### config.mk
export PLATFORM = sky130hd
export DESIGN_NAME = m_ll_queue_flat
export DESIGN_NICKNAME = d
export VERILOG_FILES = /design/src/rtl/m_ll_queue_if.sv /design/src/rtl/m_ll_queue.sv /design/src/flat_wrapper.sv
export SDC_FILE = /design/constraint.sdc
export NUM_CORES = 2
export LEC_CHECK = 0
export BUFFER_PORTS_ARGS = -buffer_cell sky130_fd_sc_hd__buf_2
export CORE_UTILIZATION = 40
export CTS_CLUSTER_DIAMETER = 120
export DETAILED_ROUTE_END_ITERATION = 7
export GPL_TIMING_DRIVEN = 1
export SLEW_MARGIN = 10
export SYNTH_ARGS = -nofsm -noshare
export SYNTH_HDL_FRONTEND = slang
export SYNTH_SLANG_ARGS = --single-unit
### constraint.sdc
create_clock -name clk -period 8.45 [get_ports clk]
set_clock_uncertainty 0.1 [all_clocks]
set_input_delay 2.1125 -clock clk [delete_from_list [all_inputs] [get_ports clk]]
set_output_delay 2.1125 -clock clk [all_outputs]
set_load 0.005 [all_outputs]
### src/rtl/m_ll_queue_if.sv
// Handshake bundle for m_ll_queue: free-list allocate/return, push/pop channels, status.
// The queue takes the slave side; the environment that feeds it takes the master side.
interface m_ll_queue_if #(
    parameter int EN = 64,
    parameter int DW = 32
);
    localparam int CNT_WDT = $clog2(EN + 1);

    logic               flush;
    logic               fl_vld;
    logic               fl_rdy;
    logic [EN-1:0]      fl;
    logic               ret_vld;
    logic               ret_rdy;
    logic [EN-1:0]      ret;
    logic               push_vld;
    logic               push_rdy;
    logic [DW-1:0]      push_data;
    logic               pop_vld;
    logic               pop_rdy;
    logic [DW-1:0]      pop_data;
    logic [CNT_WDT-1:0] cnt;
    logic               err;

    modport slave (
        input  flush, fl_vld, fl, ret_rdy, push_vld, push_data, pop_rdy,
        output fl_rdy, ret_vld, ret, push_rdy, pop_vld, pop_data, cnt, err
    );

    modport master (
        output flush, fl_vld, fl, ret_rdy, push_vld, push_data, pop_rdy,
        input  fl_rdy, ret_vld, ret, push_rdy, pop_vld, pop_data, cnt, err
    );
endinterface

### src/rtl/m_ll_queue.sv
// Singly linked FIFO built on nodes handed out by an external free list; popped nodes are
// returned one per cycle through a single-entry return register.
module m_ll_queue #(
    parameter int EN = 64,
    parameter int DW = 32
) (
    input  logic         clk,
    input  logic         rst_n,
    m_ll_queue_if.slave  q
);
    localparam int L2_EN   = $clog2(EN);
    localparam int CNT_WDT = $clog2(EN + 1);

    logic [DW-1:0]      data_mem [EN];
    logic [L2_EN-1:0]   next_mem [EN];
    logic [L2_EN-1:0]   head, tail, idx;
    logic [CNT_WDT-1:0] cnt;
    logic [EN-1:0]      ret;
    logic               ret_vld, err;
    logic               push_strb, pop_strb, fl_ok, full, push_ok, empty_eff, pop_vld;

    always_comb begin
        idx = '0;
        for (int i = 0; i < EN; i++)
            if (q.fl[i]) idx = idx | L2_EN'(i);
    end

    assign q.push_rdy = q.fl_vld & ~q.flush;
    assign q.fl_rdy   = q.push_vld & ~q.flush;
    assign push_strb  = q.push_vld & q.push_rdy;

    // A malformed or overflowing allocation is flagged and dropped so the links stay intact.
    assign fl_ok     = (q.fl != '0) && ((q.fl & (q.fl - EN'(1))) == '0);
    assign full      = (cnt == CNT_WDT'(EN));
    assign push_ok   = push_strb & fl_ok & ~full;

    // Holding back pops while the return register is stuck keeps returns strictly ordered.
    assign pop_vld   = (cnt != '0) & (~ret_vld | q.ret_rdy) & ~q.flush;
    assign pop_strb  = pop_vld & q.pop_rdy;
    assign empty_eff = (cnt == '0) | ((cnt == CNT_WDT'(1)) & pop_strb);

    assign q.pop_vld  = pop_vld;
    assign q.pop_data = data_mem[head];
    assign q.ret_vld  = ret_vld;
    assign q.ret      = ret;
    assign q.cnt      = cnt;
    assign q.err      = err;

    always_ff @(posedge clk or negedge rst_n) begin
        if (!rst_n) begin
            head    <= '0;
            tail    <= '0;
            cnt     <= '0;
            ret     <= '0;
            ret_vld <= 1'b0;
            err     <= 1'b0;
        end else if (q.flush) begin
            head    <= '0;
            tail    <= '0;
            cnt     <= '0;
            ret     <= '0;
            ret_vld <= 1'b0;
            err     <= 1'b0;
        end else begin
            if (push_strb & ~(fl_ok & ~full))
                err <= 1'b1;

            if (pop_strb) begin
                head    <= next_mem[head];
                ret     <= EN'(1) << head;
                ret_vld <= 1'b1;
            end else if (ret_vld & q.ret_rdy) begin
                ret_vld <= 1'b0;
            end

            // Push into an (effectively) empty list overrides the pop's stale head advance.
            if (push_ok) begin
                tail <= idx;
                if (empty_eff) head <= idx;
            end

            case ({push_ok, pop_strb})
                2'b10:   cnt <= cnt + CNT_WDT'(1);
                2'b01:   cnt <= cnt - CNT_WDT'(1);
                default: cnt <= cnt;
            endcase
        end
    end

    always_ff @(posedge clk) begin
        if (push_ok) begin
            data_mem[idx] <= q.push_data;
            if (!empty_eff) next_mem[tail] <= idx;
        end
    end
endmodule
### src/flat_wrapper.sv
// flat-port wrapper written by rule: the top's interface ports become plain ports
module m_ll_queue_flat 
#(
    parameter int EN = 64,
    parameter int DW = 32
)
  (clk, rst_n, q_flush, q_fl_vld, q_fl, q_ret_rdy, q_push_vld, q_push_data, q_pop_rdy, q_fl_rdy, q_ret_vld, q_ret, q_push_rdy, q_pop_vld, q_pop_data, q_cnt, q_err);
  m_ll_queue_if #(.EN(EN), .DW(DW)) q_i ();
  input  logic clk;
  input  logic rst_n;
  input wire logic [$bits(q_i.flush)-1:0] q_flush;
  input wire logic [$bits(q_i.fl_vld)-1:0] q_fl_vld;
  input wire logic [$bits(q_i.fl)-1:0] q_fl;
  input wire logic [$bits(q_i.ret_rdy)-1:0] q_ret_rdy;
  input wire logic [$bits(q_i.push_vld)-1:0] q_push_vld;
  input wire logic [$bits(q_i.push_data)-1:0] q_push_data;
  input wire logic [$bits(q_i.pop_rdy)-1:0] q_pop_rdy;
  output wire logic [$bits(q_i.fl_rdy)-1:0] q_fl_rdy;
  output wire logic [$bits(q_i.ret_vld)-1:0] q_ret_vld;
  output wire logic [$bits(q_i.ret)-1:0] q_ret;
  output wire logic [$bits(q_i.push_rdy)-1:0] q_push_rdy;
  output wire logic [$bits(q_i.pop_vld)-1:0] q_pop_vld;
  output wire logic [$bits(q_i.pop_data)-1:0] q_pop_data;
  output wire logic [$bits(q_i.cnt)-1:0] q_cnt;
  output wire logic [$bits(q_i.err)-1:0] q_err;
  assign q_i.flush = q_flush;
  assign q_i.fl_vld = q_fl_vld;
  assign q_i.fl = q_fl;
  assign q_i.ret_rdy = q_ret_rdy;
  assign q_i.push_vld = q_push_vld;
  assign q_i.push_data = q_push_data;
  assign q_i.pop_rdy = q_pop_rdy;
  assign q_fl_rdy = q_i.fl_rdy;
  assign q_ret_vld = q_i.ret_vld;
  assign q_ret = q_i.ret;
  assign q_push_rdy = q_i.push_rdy;
  assign q_pop_vld = q_i.pop_vld;
  assign q_pop_data = q_i.pop_data;
  assign q_cnt = q_i.cnt;
  assign q_err = q_i.err;
  m_ll_queue #(.EN(EN), .DW(DW)) u_core (.clk(clk), .rst_n(rst_n), .q(q_i));
endmodule
==> impl_metrics.ini <==
[run]
drv_cap = 0

[drt]
first_pass_iters = 5
route.detailed.drc = 0
avgRoutedWirePerCell_microns = 30.9
drt_iter0_markers = 5281
vias = 45914
totalWireLength_microns = 246000
vias_per_cell = 5.77
detail-route-antenna-nets = 0

[worst_setup_path]
arrival_ns = 4.80
r2r-start = u_core.q.cnt[0]
cp-end-kind = output pin
r2r_cells = 13
critical_path_class = reg2out
cp.required_ns = 6.24
rr_endpoint = u_core.next_mem[23][1]
start_kind = flip-flop
crit_fanout = 35
cp-endpoint = q_pop_data[13]
startpoint = u_core.head[0]
r2r_slack_ns = 3.16

[clock_network]
cts_resized = 0
clk_pin_slew_ns = 0.06
clockBufferDepth = 3
ctsHtreeMaxLevel = 4
post-cts-setup-buffers = 0
cts.sinks = 2517
cts_hold_buffers = 0
cts_tree = yes
cts-root-buf = clkbuf_16
cts_buffers = 238
clock_latency_ns = 0.88

[sta]
setup_slack_ns = 1.44
hold_viol = 0
fin_crit_ns = 7.01
fmax_ghz = 0.143
fin_crit_sh_pct = 83.0
final.setup.tns_ns = 0
worst-slew-pin-transition_ns = 1.23
setup_viol = 0
rsz0062_at_grt = no
drv_slew = 0
slew_headroom_pct = 18.3

[global_routing]
antenna_found_initial = 24
grt_overflow = 0
grtUsageMet1_pct = 28.4
grt_first_pass_wirelength_microns = 354000
track_usage_pct = 20.2
grt_busiest_layer = met2
grtUsageMet3_pct = 3.56
grt_max_degree = 106
grt_pass1_vias = 46563
use_met2_pct = 33.2

[yosys]
syn_avg_cell_area_sq_um = 23.5
syn_inst = 4156
synth_warnings = 0
synth-async-reset-ratio_pct = 3.38
synth_cell_types = 61
synthFlopType = edfxtp_1
synth_nets = 4263
synth_enable_flop_cells = 2432
syn_area_sq_um = 97500
synth-seq-area-share_pct = 77.1
ys_seq_elements = 2517

[placed_design]
dp_hpwl_microns = 153000
dp_cells = 7511
gp_congestion = 0.871
place_ws_ns = 0.951
port_buffers = 210

[floorplanning]
num_rows = 180
io_pins = 211
core_sq_um = 241000
die-area_sq_um = 246000
die_w_microns = 496
die_h_microns = 496
floorplan.initialDensity_pct = 40.4

[finish]
layout_common_cells = edfxtp_1 (2432), mux4_2 (795), clkbuf_16 (240)
fillers = 19619
drive_gt1_share_pct = 34.3
fin_util_pct = 46.4
final_common_cell = edfxtp_1
final_cells = 7961
nets = 4673
area_growth_pct = 14.9

[pwr]
peakVddDrop_mv = 0.192
power_leakage_nw = 34.9
power_mw = 25.0
power_density_nw_per_um2 = 224

[worst_hold_path]
min_path_type = reg2reg

[run_status]
status = complete, no violations
## worst min path at each step
stage | slack [ns] | from | to | cells past startpoint
6_report | 0.38 | u_core.q.ret[23] | u_core.q.ret[23] | 2
5_1_grt | 0.41 | u_core.q.ret[23] | u_core.q.ret[23] | 2
4_1_cts | 0.39 | u_core.q.ret[23] | u_core.q.ret[23] | 2
3_5_place_dp | 0.37 | u_core.q.ret[23] | u_core.q.ret[23] | 2
3_3_place_gp | 0.36 | u_core.q.ret[25] | u_core.q.ret[25] | 2
2_1_floorplan | 0.37 | u_core.q.ret[19] | u_core.q.ret[19] | 2
## Yosys cell counts (9+ instances only)
master    number  area [sq um]
clkbuf_1     160           601
nor2_1       196           736
mux4_2       795         17900
nor4_1        25           156
nor3_1        24           120
or3_1          9          56.3
edfxtp_1    2432         73000
nand4_1       20           125
mux2i_1       13           130
inv_1         12          45.0
dfrtp_1       85          2130
or4_1         10          75.1
o21ai_0       37           185
buf_1         46           173
nand2_1       86           323
a22o_1        49           429
a21oi_1       10          50.1
o31ai_1       18           135
nand3_1       24           120
## cell families after synthesis
kind of cell | share of synthesized area, %
adders and majority gates | 0.0616
AOI/OAI and AO/OA | 1.09
xor gates and xnor gates | 0.0359
muxes | 18.6
and+or+nand+nor | 2.25
buffers and inverters | 0.865
DFF | 77.1
## registers in the layout, summed over array words and instances (netlist names)
signal and count:
u_core.tail 6, u_core.q.ret 64, u_core.data_mem 2048, u_core.q.err 1
u_core.q.ret_vld 1, u_core.next_mem 384, u_core.head 6, u_core.q.cnt 7
## layer usage
layer	routed length (microns)	part of all wire [%]
met5	0	0
met4	4380	1.8
met1	102000	42
met3	17500	7.1
met2	122000	50
## critical path: stages (launching register included)
cell and delay [ns]:
dfrtp_4 1.01, buf_4 0.74, mux4_2 0.65, mux4_2 0.64
mux4_2 0.64, buf_2 0.18
## per-stage QoR
stage	hold slack (ns)	cell area, sq um
after global placement	0.362	104000
after floorplan	0.373	97500
after detailed placement	0.372	104000
after global routing	0.408	112000
after CTS	0.386	112000
final	0.379	112000
## power by group
group | internal (mW) | switching [mW] | leakage, nW
logic | 0.119 | 0.456 | 6.88
registers | 13.7 | 0.0310 | 24.1
clock network | 6.14 | 4.63 | 3.89
total | 19.9 | 5.12 | 34.9
## final cells by class
class	count	area (sq um)	area share, %
timing repair buffer	381	2870	2.56
antenna	6	15.0	0.0134
inverter	12	47.5	0.0425
clock buffer	285	6220	5.56
sequential	2517	75200	67.1
clock inverter	159	1670	1.49
tap	3185	3990	3.56
multi-input combinational	1416	22000	19.7
Note: power is estimated with default switching activity, not from simulation.
